==> src/rtl/imm_extend_pipe_if.sv <==
// Handshake bundle for imm_extend_pipe: upstream instruction entry and downstream
// extended-immediate entry. The DUT uses the slave side; the producer/consumer uses master.
interface imm_extend_pipe_if #(
    parameter int XLEN  = 32,
    parameter int TAG_W = 8
);
    logic             in_valid;
    logic             in_ready;
    logic [31:0]      inst;
    logic [3:0]       imm_type;
    logic [TAG_W-1:0] in_tag;

    logic             out_valid;
    logic             out_ready;
    logic [XLEN-1:0]  imm;
    logic [TAG_W-1:0] out_tag;
    logic             out_illegal;

    modport master (
        output in_valid, inst, imm_type, in_tag, out_ready,
        input  in_ready, out_valid, imm, out_tag, out_illegal
    );

    modport slave (
        input  in_valid, inst, imm_type, in_tag, out_ready,
        output in_ready, out_valid, imm, out_tag, out_illegal
    );
endinterface

==> src/rtl/imm_extend_pipe.sv <==
// Immediate extraction/extension stage followed by a 2-entry skid FIFO.
// Outputs come straight from the head entry registers; in_ready depends only on occupancy.
module imm_extend_pipe #(
    parameter int XLEN  = 32,
    parameter int TAG_W = 8,
    parameter int CNT_W = 16
) (
    input  logic             clk,
    input  logic             rstn,
    input  logic             flush,
    imm_extend_pipe_if.slave bus,
    output logic [CNT_W-1:0] illegal_cnt
);

    logic [63:0]      ext64;
    logic             ext_illegal;
    logic [XLEN-1:0]  imm_new;

    logic [1:0]       count_q, count_d;
    logic             wr_ptr_q, wr_ptr_d;
    logic             rd_ptr_q, rd_ptr_d;
    logic [XLEN-1:0]  imm_mem_q [2];
    logic [XLEN-1:0]  imm_mem_d [2];
    logic [TAG_W-1:0] tag_mem_q [2];
    logic [TAG_W-1:0] tag_mem_d [2];
    logic             ill_mem_q [2];
    logic             ill_mem_d [2];
    logic [CNT_W-1:0] cnt_q, cnt_d;

    logic             in_ready_int;
    logic             push;
    logic             pop;

    // Build everything at 64 bits and truncate, so XLEN=32 needs no special widths.
    always_comb begin
        ext64       = '0;
        ext_illegal = 1'b0;
        case (bus.imm_type)
            4'd0: ext64 = '0;
            4'd1: ext64 = {59'b0, bus.inst[14:10]};
            4'd2: begin
                if (XLEN == 64) ext64 = {58'b0, bus.inst[15:10]};
                else            ext_illegal = 1'b1;
            end
            4'd3: ext64 = {{52{bus.inst[21]}}, bus.inst[21:10]};
            4'd4: ext64 = {52'b0, bus.inst[21:10]};
            4'd5: ext64 = {{32{bus.inst[24]}}, bus.inst[24:5], 12'b0};
            4'd6: ext64 = {{46{bus.inst[25]}}, bus.inst[25:10], 2'b0};
            4'd7: ext64 = {{36{bus.inst[9]}}, bus.inst[9:0], bus.inst[25:10], 2'b0};
            4'd8: ext64 = {{48{bus.inst[23]}}, bus.inst[23:10], 2'b0};
            default: ext_illegal = 1'b1;
        endcase
    end

    assign imm_new      = ext64[XLEN-1:0];
    assign in_ready_int = (count_q != 2'd2);
    assign push         = bus.in_valid && in_ready_int && !flush;
    assign pop          = (count_q != 2'd0) && bus.out_ready && !flush;

    always_comb begin
        count_d  = count_q;
        wr_ptr_d = wr_ptr_q ^ push;
        rd_ptr_d = rd_ptr_q ^ pop;
        cnt_d    = cnt_q;
        for (int i = 0; i < 2; i++) begin
            imm_mem_d[i] = imm_mem_q[i];
            tag_mem_d[i] = tag_mem_q[i];
            ill_mem_d[i] = ill_mem_q[i];
        end
        if (push) begin
            imm_mem_d[wr_ptr_q] = imm_new;
            tag_mem_d[wr_ptr_q] = bus.in_tag;
            ill_mem_d[wr_ptr_q] = ext_illegal;
            if (ext_illegal && (cnt_q != {CNT_W{1'b1}})) cnt_d = cnt_q + 1'b1;
        end
        case ({push, pop})
            2'b10:   count_d = count_q + 2'd1;
            2'b01:   count_d = count_q - 2'd1;
            default: count_d = count_q;
        endcase
        // Flush empties the buffer; stale slot contents are harmless once count is 0.
        if (flush) begin
            count_d  = 2'd0;
            wr_ptr_d = 1'b0;
            rd_ptr_d = 1'b0;
        end
    end

    always_ff @(posedge clk) begin
        if (!rstn) begin
            count_q  <= 2'd0;
            wr_ptr_q <= 1'b0;
            rd_ptr_q <= 1'b0;
            cnt_q    <= '0;
            for (int i = 0; i < 2; i++) begin
                imm_mem_q[i] <= '0;
                tag_mem_q[i] <= '0;
                ill_mem_q[i] <= 1'b0;
            end
        end else begin
            count_q  <= count_d;
            wr_ptr_q <= wr_ptr_d;
            rd_ptr_q <= rd_ptr_d;
            cnt_q    <= cnt_d;
            for (int i = 0; i < 2; i++) begin
                imm_mem_q[i] <= imm_mem_d[i];
                tag_mem_q[i] <= tag_mem_d[i];
                ill_mem_q[i] <= ill_mem_d[i];
            end
        end
    end

    assign bus.in_ready    = in_ready_int;
    assign bus.out_valid   = (count_q != 2'd0);
    assign bus.imm         = imm_mem_q[rd_ptr_q];
    assign bus.out_tag     = tag_mem_q[rd_ptr_q];
    assign bus.out_illegal = ill_mem_q[rd_ptr_q];
    assign illegal_cnt     = cnt_q;

endmodule

==> src/flat_wrapper.sv <==
// flat-port wrapper written by rule: the top's interface ports become plain ports
module imm_extend_pipe_flat 
#(
    parameter int XLEN  = 32,
    parameter int TAG_W = 8,
    parameter int CNT_W = 16
)
  (clk, rstn, flush, illegal_cnt, bus_in_valid, bus_inst, bus_imm_type, bus_in_tag, bus_out_ready, bus_in_ready, bus_out_valid, bus_imm, bus_out_tag, bus_out_illegal);
  imm_extend_pipe_if #(.XLEN(XLEN), .TAG_W(TAG_W)) bus_i ();
  input  logic clk;
  input  logic rstn;
  input  logic flush;
  output logic [CNT_W-1:0] illegal_cnt;
  input wire logic [$bits(bus_i.in_valid)-1:0] bus_in_valid;
  input wire logic [$bits(bus_i.inst)-1:0] bus_inst;
  input wire logic [$bits(bus_i.imm_type)-1:0] bus_imm_type;
  input wire logic [$bits(bus_i.in_tag)-1:0] bus_in_tag;
  input wire logic [$bits(bus_i.out_ready)-1:0] bus_out_ready;
  output wire logic [$bits(bus_i.in_ready)-1:0] bus_in_ready;
  output wire logic [$bits(bus_i.out_valid)-1:0] bus_out_valid;
  output wire logic [$bits(bus_i.imm)-1:0] bus_imm;
  output wire logic [$bits(bus_i.out_tag)-1:0] bus_out_tag;
  output wire logic [$bits(bus_i.out_illegal)-1:0] bus_out_illegal;
  assign bus_i.in_valid = bus_in_valid;
  assign bus_i.inst = bus_inst;
  assign bus_i.imm_type = bus_imm_type;
  assign bus_i.in_tag = bus_in_tag;
  assign bus_i.out_ready = bus_out_ready;
  assign bus_in_ready = bus_i.in_ready;
  assign bus_out_valid = bus_i.out_valid;
  assign bus_imm = bus_i.imm;
  assign bus_out_tag = bus_i.out_tag;
  assign bus_out_illegal = bus_i.out_illegal;
  imm_extend_pipe #(.XLEN(XLEN), .TAG_W(TAG_W), .CNT_W(CNT_W)) u_core (.clk(clk), .rstn(rstn), .flush(flush), .bus(bus_i), .illegal_cnt(illegal_cnt));
endmodule
==> config.mk <==
export PLATFORM = sky130hd
export DESIGN_NAME = imm_extend_pipe_flat
export DESIGN_NICKNAME = d
export VERILOG_FILES = /design/src/rtl/imm_extend_pipe_if.sv /design/src/rtl/imm_extend_pipe.sv /design/src/flat_wrapper.sv
export SDC_FILE = /design/constraint.sdc
export NUM_CORES = 1
export LEC_CHECK = 0
export ABC_AREA = 0
export BUFFER_PORTS_ARGS = -buffer_cell sky130_fd_sc_hd__buf_2
export CAP_MARGIN = 40
export CORE_AREA = 4 4 97 99
export DETAILED_ROUTE_END_ITERATION = 10
export DIE_AREA = 0 0 101 103
export GPL_TIMING_DRIVEN = 0
export PLACE_DENSITY = 0.81
export SYNTH_ARGS = -nofsm -noshare
export SYNTH_HDL_FRONTEND = slang
export SYNTH_SLANG_ARGS = --single-unit
==> constraint.sdc <==
create_clock -name clk -period 3.55 [get_ports clk]
set_clock_uncertainty 0.2 [all_clocks]
set_input_delay 0.1775 -clock clk [delete_from_list [all_inputs] [get_ports clk]]
set_output_delay 0.1775 -clock clk [all_outputs]
set_load 0.01 [all_outputs]
==> impl_metrics.yaml <==
grt:
  grt_max_degree: 17
  antenna_found_initial: 0
  overflow: 0
  grt_pass1_vias: 4641
  grt_pass1_wl_mm: 22.8
  grt_usage_pct: 27.6
critical_path:
  reg2reg_from: "u_core.count_q[0]"
  crit_path_end: "u_core.imm_mem_q[1][2]"
  reg2reg_to: "u_core.imm_mem_q[1][2]"
  crit_start: "u_core.count_q[0]"
  arrival_ns: 2.75
  cp-end-kind: "register"
  worstPathRequired_ns: 3.58
  r2r_cells: 9
  ff2ff_setup_slack_ns: 0.83
  crit_path_start_kind: "register"
  crit_type: "reg2reg"
  critPathMaxFanout: 10
clock_network:
  cts_setup_buffers: 0
  htree_levels: 3
  cts_buffers: 9
  clkTransAtPathRegs_ns: 0.10
  cts.sinks: 102
  clockBufferDepth: 2
  cts_tree: "yes"
  root_buffer: "clkbuf_8"
  cts_resized: 0
  clk_latency_ns: 0.37
drt:
  vias: 4734
  wl_per_cell_um: 17.9
  wirelength_mm: 14.2
  postRouteAntennaNets: 0
  vias_per_cell: 5.96
  remaining_drc_errors: 0
  drt_first_pass_iters: 5
  drt_iter0_markers: 222
placed_design:
  gp_congestion: 0.989
  hpwl_mm: 9.90
  io_buffers: 99
synthesis:
  synth_top_area_share_pct: 42.3
  synth_nets: 595
  yosys.area_share.simple_pct: 15.9
  synth_cells: 542
  synthArstFlopShare_pct: 0
  ys_seq_elements: 102
  yosysWarnings: 0
  synth_top_cell_by_area: "dfxtp_1"
  yosysUniqueCellTypes: 48
  syn_area_um2: 4830
  synth_edf_count: 0
  synth_area_leaders: "dfxtp_1 42%, mux2_2 9.6%, a21oi_1 6.6%"
  synthMuxAreaShare_pct: 13.5
  synth_ff_type: "dfxtp_1"
  synthXorXnorAreaFrac_pct: 2.72
  synth_seq_area_share_pct: 42.3
  synthAdderAreaFrac_pct: 1.04
  synth_top_family_by_area: "compound AO/OA/AOI/OAI gates"
  syn_avg_cell_area_um2: 8.91
  synth_compound_area_share_pct: 20.3
power:
  intPower_uw: 1600
  p_comb_share_pct: 14.4
  p_total_uw: 2190
  power.density_nw_per_um2: 370
  p_leak_uw: 0.00243
  seq_power_share_pct: 54.8
  p_sw_share_pct: 27.2
  pwr-share-clk_pct: 30.8
  p_switching_uw: 595
  worst_ir_drop_vdd_uv: 272
timing:
  relSlewSlack_pct: 47.5
  worst_pin_slew_ns: 0.787
  setup-tns-final_ns: 0
  setup_viol: 0
  hold_viol: 0
  slew_viol_final: 0
  fmax_mhz: 367
  rsz0062_at_grt: "false"
  fin_crit_ns: 2.72
  finalCritPeriodShare_pct: 76.7
floorplanning:
  die_h_um: 103
  die_x_um: 101
  core_area_um2: 8550
  ios: 108
  start_util_pct: 56.5
  die-area_um2: 10400
  rows: 34
final_layout:
  fin_nets: 734
  seqCellArea_um2: 2040
  drive_gt1_share_pct: 24.5
  antenna_cells: 0
  area_growth_pct: 22.7
  nFillCells: 685
  multi_input_area_um2: 2580
worst_hold_path:
  hp-start: "bus_inst[16]"
  min_path_type: "in2reg"
flow_run:
  cap_violations: 0
outcome:
  status: "finished clean"
==> routing by layer <==
metal	part of all wire, %	GRT usage, %
met5	0	0
met3	7.9	6.16
met4	2.0	8.79
met1	42	34.6
met2	48	47.2
==> synth_stat cells, types with 2 or more instances <==
cell type    n
a22oi_1     12
a22o_1       7
buf_6        2
nand2_1     23
dfxtp_1    102
nor2_1      58
nand3_1     15
and2b_1      2
and3_1       6
inv_1        6
a21oi_1     64
xnor2_1     10
a211oi_1    14
a221oi_1     4
buf_1        3
mux2_2      41
nand4_1     10
mux2i_1     19
nor4_1       4
ha_1         4
o21bai_1     2
and3b_1      3
and4_1       2
and2_1       2
nor2b_1      3
o21ai_0     59
clkbuf_1    35
xor2_1       5
nand2b_1     6
==> cell usage in the layout, fill, tap and decap left out, types with 2 or more instances in the layout <==
cell type | Yosys | routed
dfxtp_1 | 102 | 102
nor4_1 | 4 | 4
clkbuf_1 | 35 | 37
buf_6 | 2 | 2
xor2_1 | 5 | 5
nand2b_1 | 6 | 6
and2_1 | 2 | 2
buf_2 | 1 | 100
ha_1 | 4 | 4
a211oi_1 | 14 | 14
and3_1 | 6 | 6
a221oi_1 | 4 | 4
mux2i_1 | 19 | 19
nand3_1 | 15 | 15
a22o_1 | 7 | 7
buf_1 | 3 | 3
a21oi_1 | 64 | 64
dlygate4sd3_1 | 0 | 29
nor2_1 | 58 | 58
a22oi_1 | 12 | 12
mux2_2 | 41 | 41
and4_1 | 2 | 2
nand4_1 | 10 | 10
xnor2_1 | 10 | 10
nor2b_1 | 3 | 3
inv_1 | 6 | 6
o21bai_1 | 2 | 2
clkbuf_8 | 0 | 10
and3b_1 | 3 | 3
and2b_1 | 2 | 2
o21ai_0 | 59 | 59
nand2_1 | 23 | 23
==> flip-flops by register name (all words and copies together), names as in the netlist <==
name and cells:
u_core.rd_ptr_q 1, u_core.ill_mem_q 2, u_core.imm_mem_q 64, u_core.tag_mem_q 16
u_core.count_q 2, u_core.wr_ptr_q 1, u_core.illegal_cnt 16
==> worst max-delay path: stages (launching register included) <==
cell      delay (ns)
dfxtp_1         0.41
nor2b_1         0.12
inv_1           0.11
nand2_1         0.16
inv_1           0.13
ha_1            0.15
clkbuf_1        0.24
clkbuf_1        0.48
clkbuf_1        0.44
a21oi_1         0.13
==> logic make-up after synthesis <==
logic type,after synthesis
AOI/OAI and AO/OA,166
and+or+nand+nor,146
DFF,102
muxes,60
buffers and inverters,49
xor gates and xnor gates,15
adders and majority gates,4
==> power groups by stage <==
stage	clock network (uW)	logic (uW)	registers, uW
final	674	317	1200
after global routing	726	345	1210
after CTS	687	311	1200
after detailed placement	0	285	1230
after global placement	0	279	1220
after floorplan	0	176	1220
==> per-stage QoR <==
step	cells	util (%)	instance area, um^2	hold WS, ns	worst slack [ns]
global route	794	69.3	5920	0.0251	0.620
floorplan	542	-	4830	0.124	1.42
detailed placement	749	63.8	5460	0.241	0.881
CTS	794	69.3	5920	0.000421	0.862
finish	794	69.3	5920	0.0144	0.828
global placement	749	63.8	5460	0.227	0.968
==> layout make-up <==
class	count	area share, %
buffer	43	3.08
clock buffer	12	2.45
clock inverter	4	0.507
inverter	6	0.380
multi-input combinational	391	43.6
sequential	102	34.5
tap	108	2.28
timing repair buffer	128	13.3
==> what timing repair did <==
item,CTS,global route
endpoints found under the hold margin,51,0
endpoints found under the setup margin,0,0
hold buffers,29,0
==> worst min-delay path by stage <==
| stage | endpoint | depth (start not counted) |
|---|---|---|
| floorplan | u_core.tag_mem_q[1][0] | 2 |
| global placement | u_core.tag_mem_q[1][2] | 3 |
| detailed placement | u_core.tag_mem_q[1][0] | 3 |
| CTS | u_core.imm_mem_q[0][24] | 3 |
| global route | u_core.imm_mem_q[0][2] | 3 |
| finish | u_core.imm_mem_q[1][23] | 3 |
(Power assumes the default switching activity.)
